==> config.mk <==
export PLATFORM = sky130hd
export DESIGN_NAME = prio_encode_seq
export DESIGN_NICKNAME = d
export VERILOG_FILES = /design/src/rtl/prio_encode_pkg.sv /design/src/rtl/prio_encode_comb.sv /design/src/rtl/prio_encode_seq.sv
export SDC_FILE = /design/constraint.sdc
export NUM_CORES = 1
export LEC_CHECK = 0
export BUFFER_PORTS_ARGS = -buffer_cell sky130_fd_sc_hd__buf_2
export CAP_MARGIN = 30
export CORE_ASPECT_RATIO = 0.75
export CORE_UTILIZATION = 32
export CTS_BUF_LIST = sky130_fd_sc_hd__clkbuf_8
export DETAILED_ROUTE_END_ITERATION = 10
export HOLD_SLACK_MARGIN = 0.1
export PLACE_DENSITY = 0.63
export SLEW_MARGIN = 5
export SYNTH_ARGS = -nofsm -noshare
export SYNTH_HDL_FRONTEND = slang
export SYNTH_HIERARCHICAL = 1
export SYNTH_SLANG_ARGS = --single-unit
export TNS_END_PERCENT = 10
==> constraint.sdc <==
create_clock -name clk -period 1.5 [get_ports clk]
set_input_delay 0.075 -clock clk [delete_from_list [all_inputs] [get_ports clk]]
set_output_delay 0.075 -clock clk [all_outputs]
set_load 0.005 [all_outputs]
==> src/rtl/prio_encode_pkg.sv <==
`default_nettype none
// ============================================================================
// Module   : prio_encode_pkg
// Purpose  : Shared FSM state type and width helper for prio_encode_seq.
// Revision : 1.0
// ============================================================================
package prio_encode_pkg;

    typedef enum logic [0:0] {
        ST_IDLE  = 1'b0,
        ST_GRANT = 1'b1
    } state_t;

    // $clog2 returns 0 for n<=1; a code bus must be at least one bit wide.
    function automatic int clog2_safe(input int n);
        return (n <= 2) ? 1 : $clog2(n);
    endfunction

endpackage
`default_nettype wire

==> src/rtl/prio_encode_comb.sv <==
`default_nettype none
// ============================================================================
// Module   : prio_encode_comb
// Purpose  : Combinational N-to-W priority encoder, highest set index wins.
// Revision : 1.0
// ============================================================================
module prio_encode_comb
    import prio_encode_pkg::*;
#(
    parameter int N = 8,
    parameter int W = clog2_safe(N)
) (
    input  logic [N-1:0] req,
    output logic [W-1:0] code,
    output logic         any
);

    // Ascending scan so the last (highest) set bit overwrites lower ones.
    always_comb begin
        code = '0;
        for (int i = 0; i < N; i++) begin
            if (req[i]) begin
                code = W'(i);
            end
        end
    end

    assign any = |req;

endmodule
`default_nettype wire

==> src/rtl/prio_encode_seq.sv <==
`default_nettype none
// ============================================================================
// Module   : prio_encode_seq
// Purpose  : Registered priority encoder with pending capture, mask,
//            valid/ack handshake and EI/EO cascade outputs.
// Revision : 1.0
// ============================================================================
module prio_encode_seq
    import prio_encode_pkg::*;
#(
    parameter int N    = 8,
    parameter int W    = clog2_safe(N),
    parameter int EDGE = 1
) (
    input  logic         clk,
    input  logic         rst,
    input  logic         ei_n,
    input  logic [N-1:0] req_n,
    input  logic [N-1:0] mask,
    input  logic         ack,
    output logic [W-1:0] code,
    output logic         valid,
    output logic         gs_n,
    output logic         eo_n,
    output logic [N-1:0] pending
);

    state_t         r_state;
    state_t         w_next_state;
    logic [N-1:0]   r_pending;
    logic [N-1:0]   w_capture;
    logic [N-1:0]   w_eligible;
    logic [N-1:0]   w_clear_vec;
    logic [W-1:0]   w_enc_code;
    logic           w_enc_any;
    logic           w_load;
    logic           w_release;
    logic           w_eo_n_next;
    logic [W-1:0]   r_code;
    logic           r_valid;
    logic           r_eo_n;

    generate
        if (EDGE != 0) begin : g_edge
            logic [N-1:0] r_req_q;

            // Resets to all-ones so a request held low through reset is seen as a fall.
            always_ff @(posedge clk) begin
                if (rst) begin
                    r_req_q <= '1;
                end else begin
                    r_req_q <= req_n;
                end
            end

            assign w_capture = r_req_q & ~req_n;
        end else begin : g_level
            assign w_capture = ~req_n;
        end
    endgenerate

    assign w_eligible = r_pending & ~mask;

    prio_encode_comb #(
        .N (N),
        .W (W)
    ) u_enc (
        .req  (w_eligible),
        .code (w_enc_code),
        .any  (w_enc_any)
    );

    // State register
    always_ff @(posedge clk) begin
        if (rst) begin
            r_state <= ST_IDLE;
        end else begin
            r_state <= w_next_state;
        end
    end

    // Next-state logic
    always_comb begin
        w_next_state = r_state;
        case (r_state)
            ST_IDLE: begin
                if (!ei_n && w_enc_any) begin
                    w_next_state = ST_GRANT;
                end
            end
            ST_GRANT: begin
                if (ack) begin
                    w_next_state = ST_IDLE;
                end
            end
            default: w_next_state = ST_IDLE;
        endcase
    end

    // Output decode feeding the registered outputs
    always_comb begin
        w_load      = (r_state == ST_IDLE) && (w_next_state == ST_GRANT);
        w_release   = (r_state == ST_GRANT) && ack;
        w_eo_n_next = ~(!ei_n && !w_enc_any && (w_next_state == ST_IDLE));
        w_clear_vec = '0;
        if (w_release) begin
            w_clear_vec[r_code] = 1'b1;
        end
    end

    // Capture is OR-ed after the clear so a same-cycle set wins.
    always_ff @(posedge clk) begin
        if (rst) begin
            r_pending <= '0;
            r_code    <= '0;
            r_valid   <= 1'b0;
            r_eo_n    <= 1'b1;
        end else begin
            r_pending <= (r_pending & ~w_clear_vec) | w_capture;
            if (w_load) begin
                r_code <= w_enc_code;
            end
            r_valid <= (w_next_state == ST_GRANT);
            r_eo_n  <= w_eo_n_next;
        end
    end

    assign code    = r_code;
    assign valid   = r_valid;
    assign gs_n    = ~r_valid;
    assign eo_n    = r_eo_n;
    assign pending = r_pending;

endmodule
`default_nettype wire

# Yosys cells after proc, flatten, opt, wreduce, memory -nomap -nowiden
# Index checks and enable logic that the tools add are counted.
# totals
ff_bits	21
in_bits	20
output_inout_bits	14
wordCells	39
# classes
magnitude_cmp	2
mux	13
bitwise_logic	10
reduce_logical	9
# op_table
operator	count
$and A8 B8 Y8	3
$not A8 Y8	3
$mux W3	4
$mux W8	1
$or A8 B8 Y8	1
$reduce_or A8 Y1	1
$logic_and A1 B1 Y1	6
$lt A3 B4 Y1 const B	1
$mux W1	4
$mux W2	2
$demux W1 S3	1
$ge A3 B1 Y1 const B	1
$not A1 Y1	3
$logic_not A1 Y1	2
$pmux W1 S2	1

# Longest topological paths before layout
# logic_depth
ltp_word	9
ltp_mapped	6
ltp_nobuf	6

# Hierarchy
# The synthesis kept the hierarchy.
# modules_own_cells
mod	instances	cells_per_inst	area_per_inst_um2	seq_area_each_um2
prio_encode_seq	1	80	770.7	420.4
prio_encode_comb	1	12	66.3	0.0

# Worst setup path before layout
# Ideal clock, no wire load.
# synth_timing
path_kind	register -> register
start	register r_pending[6], in the netlist pending[6]
end	register r_code[0], in the netlist code[0]
arrival_time_ps	1292
path_slack_ps	81
path_stages_with_launch	7
n_path_buf	0
period_less_slack_ps	1419
cell_sequence	dfxtp_1 nor2b_1 nor2_1 nand4_1 nor3b_4 mux2i_1 nor2_1
# synth_via
elab_chain_cells	6
word_cells_on_any_way	8
# synth_lines
element	line_no	source
from (decl)	prio_encode_seq.sv:30	logic [N-1:0] r_pending;
from (signal assigned)	prio_encode_seq.sv:119	r_pending <= (r_pending & ~w_clear_vec) | w_capture;
$and A8 B8 Y8	prio_encode_seq.sv:62	assign w_eligible = r_pending & ~mask;
named net w_eligible[6]	prio_encode_seq.sv:32	logic [N-1:0] w_eligible;
$reduce_or A8 Y1	prio_encode_comb.sv:28	assign any = |req;
named net w_enc_any	prio_encode_seq.sv:35	logic w_enc_any;
$logic_and A1 B1 Y1	prio_encode_seq.sv:87	if (!ei_n && w_enc_any) begin
$mux W1	prio_encode_seq.sv:87	
$pmux W1 S2	prio_encode_seq.sv:85	case (r_state)
$logic_and A1 B1 Y1	prio_encode_seq.sv:102	w_load = (r_state == ST_IDLE) && (w_next_state == ST_GRANT);
to (signal assigned)	prio_encode_seq.sv:121	r_code <= w_enc_code;
to (decl)	prio_encode_seq.sv:39	logic [W-1:0] r_code;
# The timed path passes the listed nets, and every way through them passes these cells.
# A chain may end at the register's enable or synchronous reset.

# Worst setup path in the final report
# layout_timing
start	register r_pending[4], in the netlist pending[4]
end	register r_eo_n, in the netlist eo_n
# layout_via
elab_chain_cells	8
word_cells_on_any_way	10
# layout_lines
element	line_no	source
$and A8 B8 Y8 *	prio_encode_seq.sv:62	
named net w_eligible[4]	prio_encode_seq.sv:32	
$reduce_or A8 Y1 *	prio_encode_comb.sv:28	
named net w_enc_any	prio_encode_seq.sv:35	
$logic_and A1 B1 Y1	prio_encode_seq.sv:87	
$mux W1	prio_encode_seq.sv:87	
$pmux W1 S2	prio_encode_seq.sv:85	
$not A1 Y1	prio_encode_seq.sv:104	w_eo_n_next = ~(!ei_n && !w_enc_any && (w_next_state == ST_IDLE));
$logic_and A1 B1 Y1 *	prio_encode_seq.sv:104	
$not A1 Y1 *	prio_encode_seq.sv:104	
to (signal assigned)	prio_encode_seq.sv:124	r_eo_n <= w_eo_n_next;
to (decl)	prio_encode_seq.sv:41	logic r_eo_n;
# The timed path passes the listed nets; every way through them passes the cells marked *.

==> impl_metrics.toml <==
[worst_setup_path]
worstPathRequired_ns = 1.63
worstSetupPathType = "reg -> reg"
start_kind = "register"
end_kind = "register"
crit_arrival_ns = 1.55
crit_fanout = 3

[yosys]
syn-cell-area_sq_um = 837
synth_top_area_cell = "dfxtp_1"
synth_fp_nets = 112
yosysUniqueCellTypes = 20
ys_top_cells_by_area = "dfxtp_1 (50%), a22o_1 (8.4%), nor2_1 (8.1%), nor2b_1 (7.5%), inv_1 (4.9%)"
yosysTopAreaCellShare_pct = 50.2
synth-edff-count = 0
synth-simple-area-share_pct = 22.0
synth_adder_area_share_pct = 0
ys.flop_type = "dfxtp_1"
synth_compound_area_share_pct = 17.8
yosys-top-cells-count = "dfxtp_1 (21), nor2_1 (18), inv_1 (11)"
synth-xor-area-share_pct = 0
seq_area_frac_synth_pct = 50.2
syn_avg_cell_area_sq_um = 9.10
synth_top_family_by_area = "simple AND/OR/NAND/NOR gates"
synth_cells = 92
yosysMostFrequentCell = "dfxtp_1"
ys_ff_latch = 21
synthArstFlopShare_pct = 0
ys_warn_count = 6
muxShareOfSynthArea_pct = 3.59

[timing]
worst_slew_pin_slew_ns = 0.375
skew_ns = 0.00245
holdWs_ns = 0.128
period_minus_slack_ns = 1.42
setup_viol_count_final = 0
setup_tns_ns = 0
period_share_pct = 94.4
drv_slew = 0
maxSlewHeadroom_pct = 75.0
hold_violations = 0
fmax_mhz = 706

[route]
ant_nets = 0
viasPerCell = 4.54
wl_mm = 1.86
drtIter0Drc = 10
wl_per_cell_um = 10.7
drt_pass1_iterations = 3
drc = 0
vias = 785

[cells_and_area]
diodes = 0
n_fill_cell = 246
stdcell_area_sq_um = 1240
final_layout_size_suffix_gt1_share_pct = 38.8
area_delta_synth_final_pct = 48.7
final_nets = 160

[global_route]
grt_usage_pct = 15.1
grt_pass1_vias = 721
grt_pass1_wl_mm = 2.96
grt_start_max_net_pins = 22
gr-total-overflow = 0
antenna_found_initial = 0

[die]
die_w_um = 61.1
rows = 15
dieArea_sq_um = 2830
start_util_pct = 35.1
coreArea_sq_um = 2380
io-pin-count = 34
fp.dieH_um = 46.3

[power_and_ir_drop]
clkPwrFrac_pct = 28.4
seqPwrFrac_pct = 51.5
pwr-share-comb_pct = 20.1
switchingPower_mw = 0.311
p_sw_share_pct = 25.0
internal-power_mw = 0.931
leakage_nw = 0.584
p_per_area_nw_per_um2 = 997
peakVddDrop_mv = 0.571

[cts]
cts_setup_buffers = 0
cts_tree = "yes"
htree_levels = 1
cts_buffers = 3
clk-insertion-delay-late_ns = 0.26
clock_path_buffers = 2
root_buffer = "clkbuf_8"
cts.sinks = 21
path_clk_slew_ns = 0.07

[place]
portBuffers = 33
place_hpwl_mm = 1.38
gp_congestion = 0.787
place_area_sq_um = 1060

[hold_path]
hold_class = "in -> reg"

[run]
drv_cap = 0

[status]
outcome = "completed"
## cell families after synthesis
family,after synthesis
AOI/OAI and AO/OA,20
buffers and inverters,14
DFF,21
muxes,3
and+or+nand+nor,34
## cells in the final DEF, fill, tap and decap left out, drive strengths merged
| cell type | netlist | layout |
|---|---|---|
| a22o | 8 | 8 |
| a21oi | 6 | 6 |
| buf | 1 | 36 |
| nor2 | 18 | 18 |
| mux2i | 3 | 3 |
| nand4 | 1 | 1 |
| o31ai | 2 | 2 |
| dfxtp | 21 | 21 |
| and3b | 1 | 1 |
| dlygate4sd3 | 0 | 9 |
| inv | 12 | 13 |
| or4 | 1 | 1 |
| nor2b | 10 | 10 |
| and3 | 1 | 1 |
| nand2 | 1 | 1 |
| clkbuf | 1 | 3 |
| nor3b | 1 | 1 |
| a31oi | 4 | 4 |
## worst max-delay path, stage by stage, from the launching register on
cell and delay, ns:
dfxtp_1 0.33, nor2b_4 0.13, nor2_1 0.14, nand4_1 0.15
or4_1 0.55
## sequential cells by signal (all words and copies together), names as in the netlist
name            cells
pending             8
eo_n                1
valid               1
g_edge.r_req_q      8
code                3
## final timing paths
kind,from,end,slack (ns),depth (start not counted)
setup / recovery,pending[4],eo_n,0.08,4
hold / removal,ack,valid,0.13,4
setup reg to reg,pending[4],eo_n,0.08,4
hold reg to reg,g_edge.r_req_q[5],pending[5],0.45,1
## per-layer routing
metal	global-route usage [%]	vias to the layer above	share of wire, %
li1	-	400	-
met1	18.5	357	50
met2	23.3	23	43
met3	6.18	5	5.5
met4	6.82	0	1.7
met5	0	-	0
## power by group through the flow
stage               Sequential (mW)  Combinational [mW]  Clock, mW
floorplan                     0.648               0.122          0
global placement              0.648               0.210          0
detailed placement            0.650               0.214          0
CTS                           0.638               0.234      0.369
global route                  0.647               0.276      0.401
finish                        0.640               0.249      0.353
## final cells by class
| cell class | instances | area [sq um] | share of cell area [%] |
|---|---|---|---|
| sequential | 21 | 422 | 33.9 |
| multi-input combinational | 57 | 413 | 33.2 |
| timing repair buffer | 45 | 278 | 22.3 |
| inverter | 12 | 45.0 | 3.62 |
| tap | 34 | 42.5 | 3.42 |
| clock buffer | 3 | 41.3 | 3.32 |
| clock inverter | 1 | 3.75 | 0.302 |
## per-stage QoR
stage	utilization, %	worst slack (ns)	power [mW]	std cells
3_3_place_gp	44.4	0.0806	0.859	160
4_1_cts	50.2	0.0143	1.24	173
5_1_grt	52.2	-0.00800	1.32	173
3_5_place_dp	44.4	-0.0484	0.864	160
2_1_floorplan	-	0.0806	0.770	92
6_report	52.2	0.0842	1.24	173
## timing repair
action | in CTS | in global routing
resized for setup | 1 | 14
setup endpoints to repair | 3 | 4
hold buffers | 9 | 0
endpoints found under the hold margin | 9 | 0
Power figures use the tool's default switching activity.
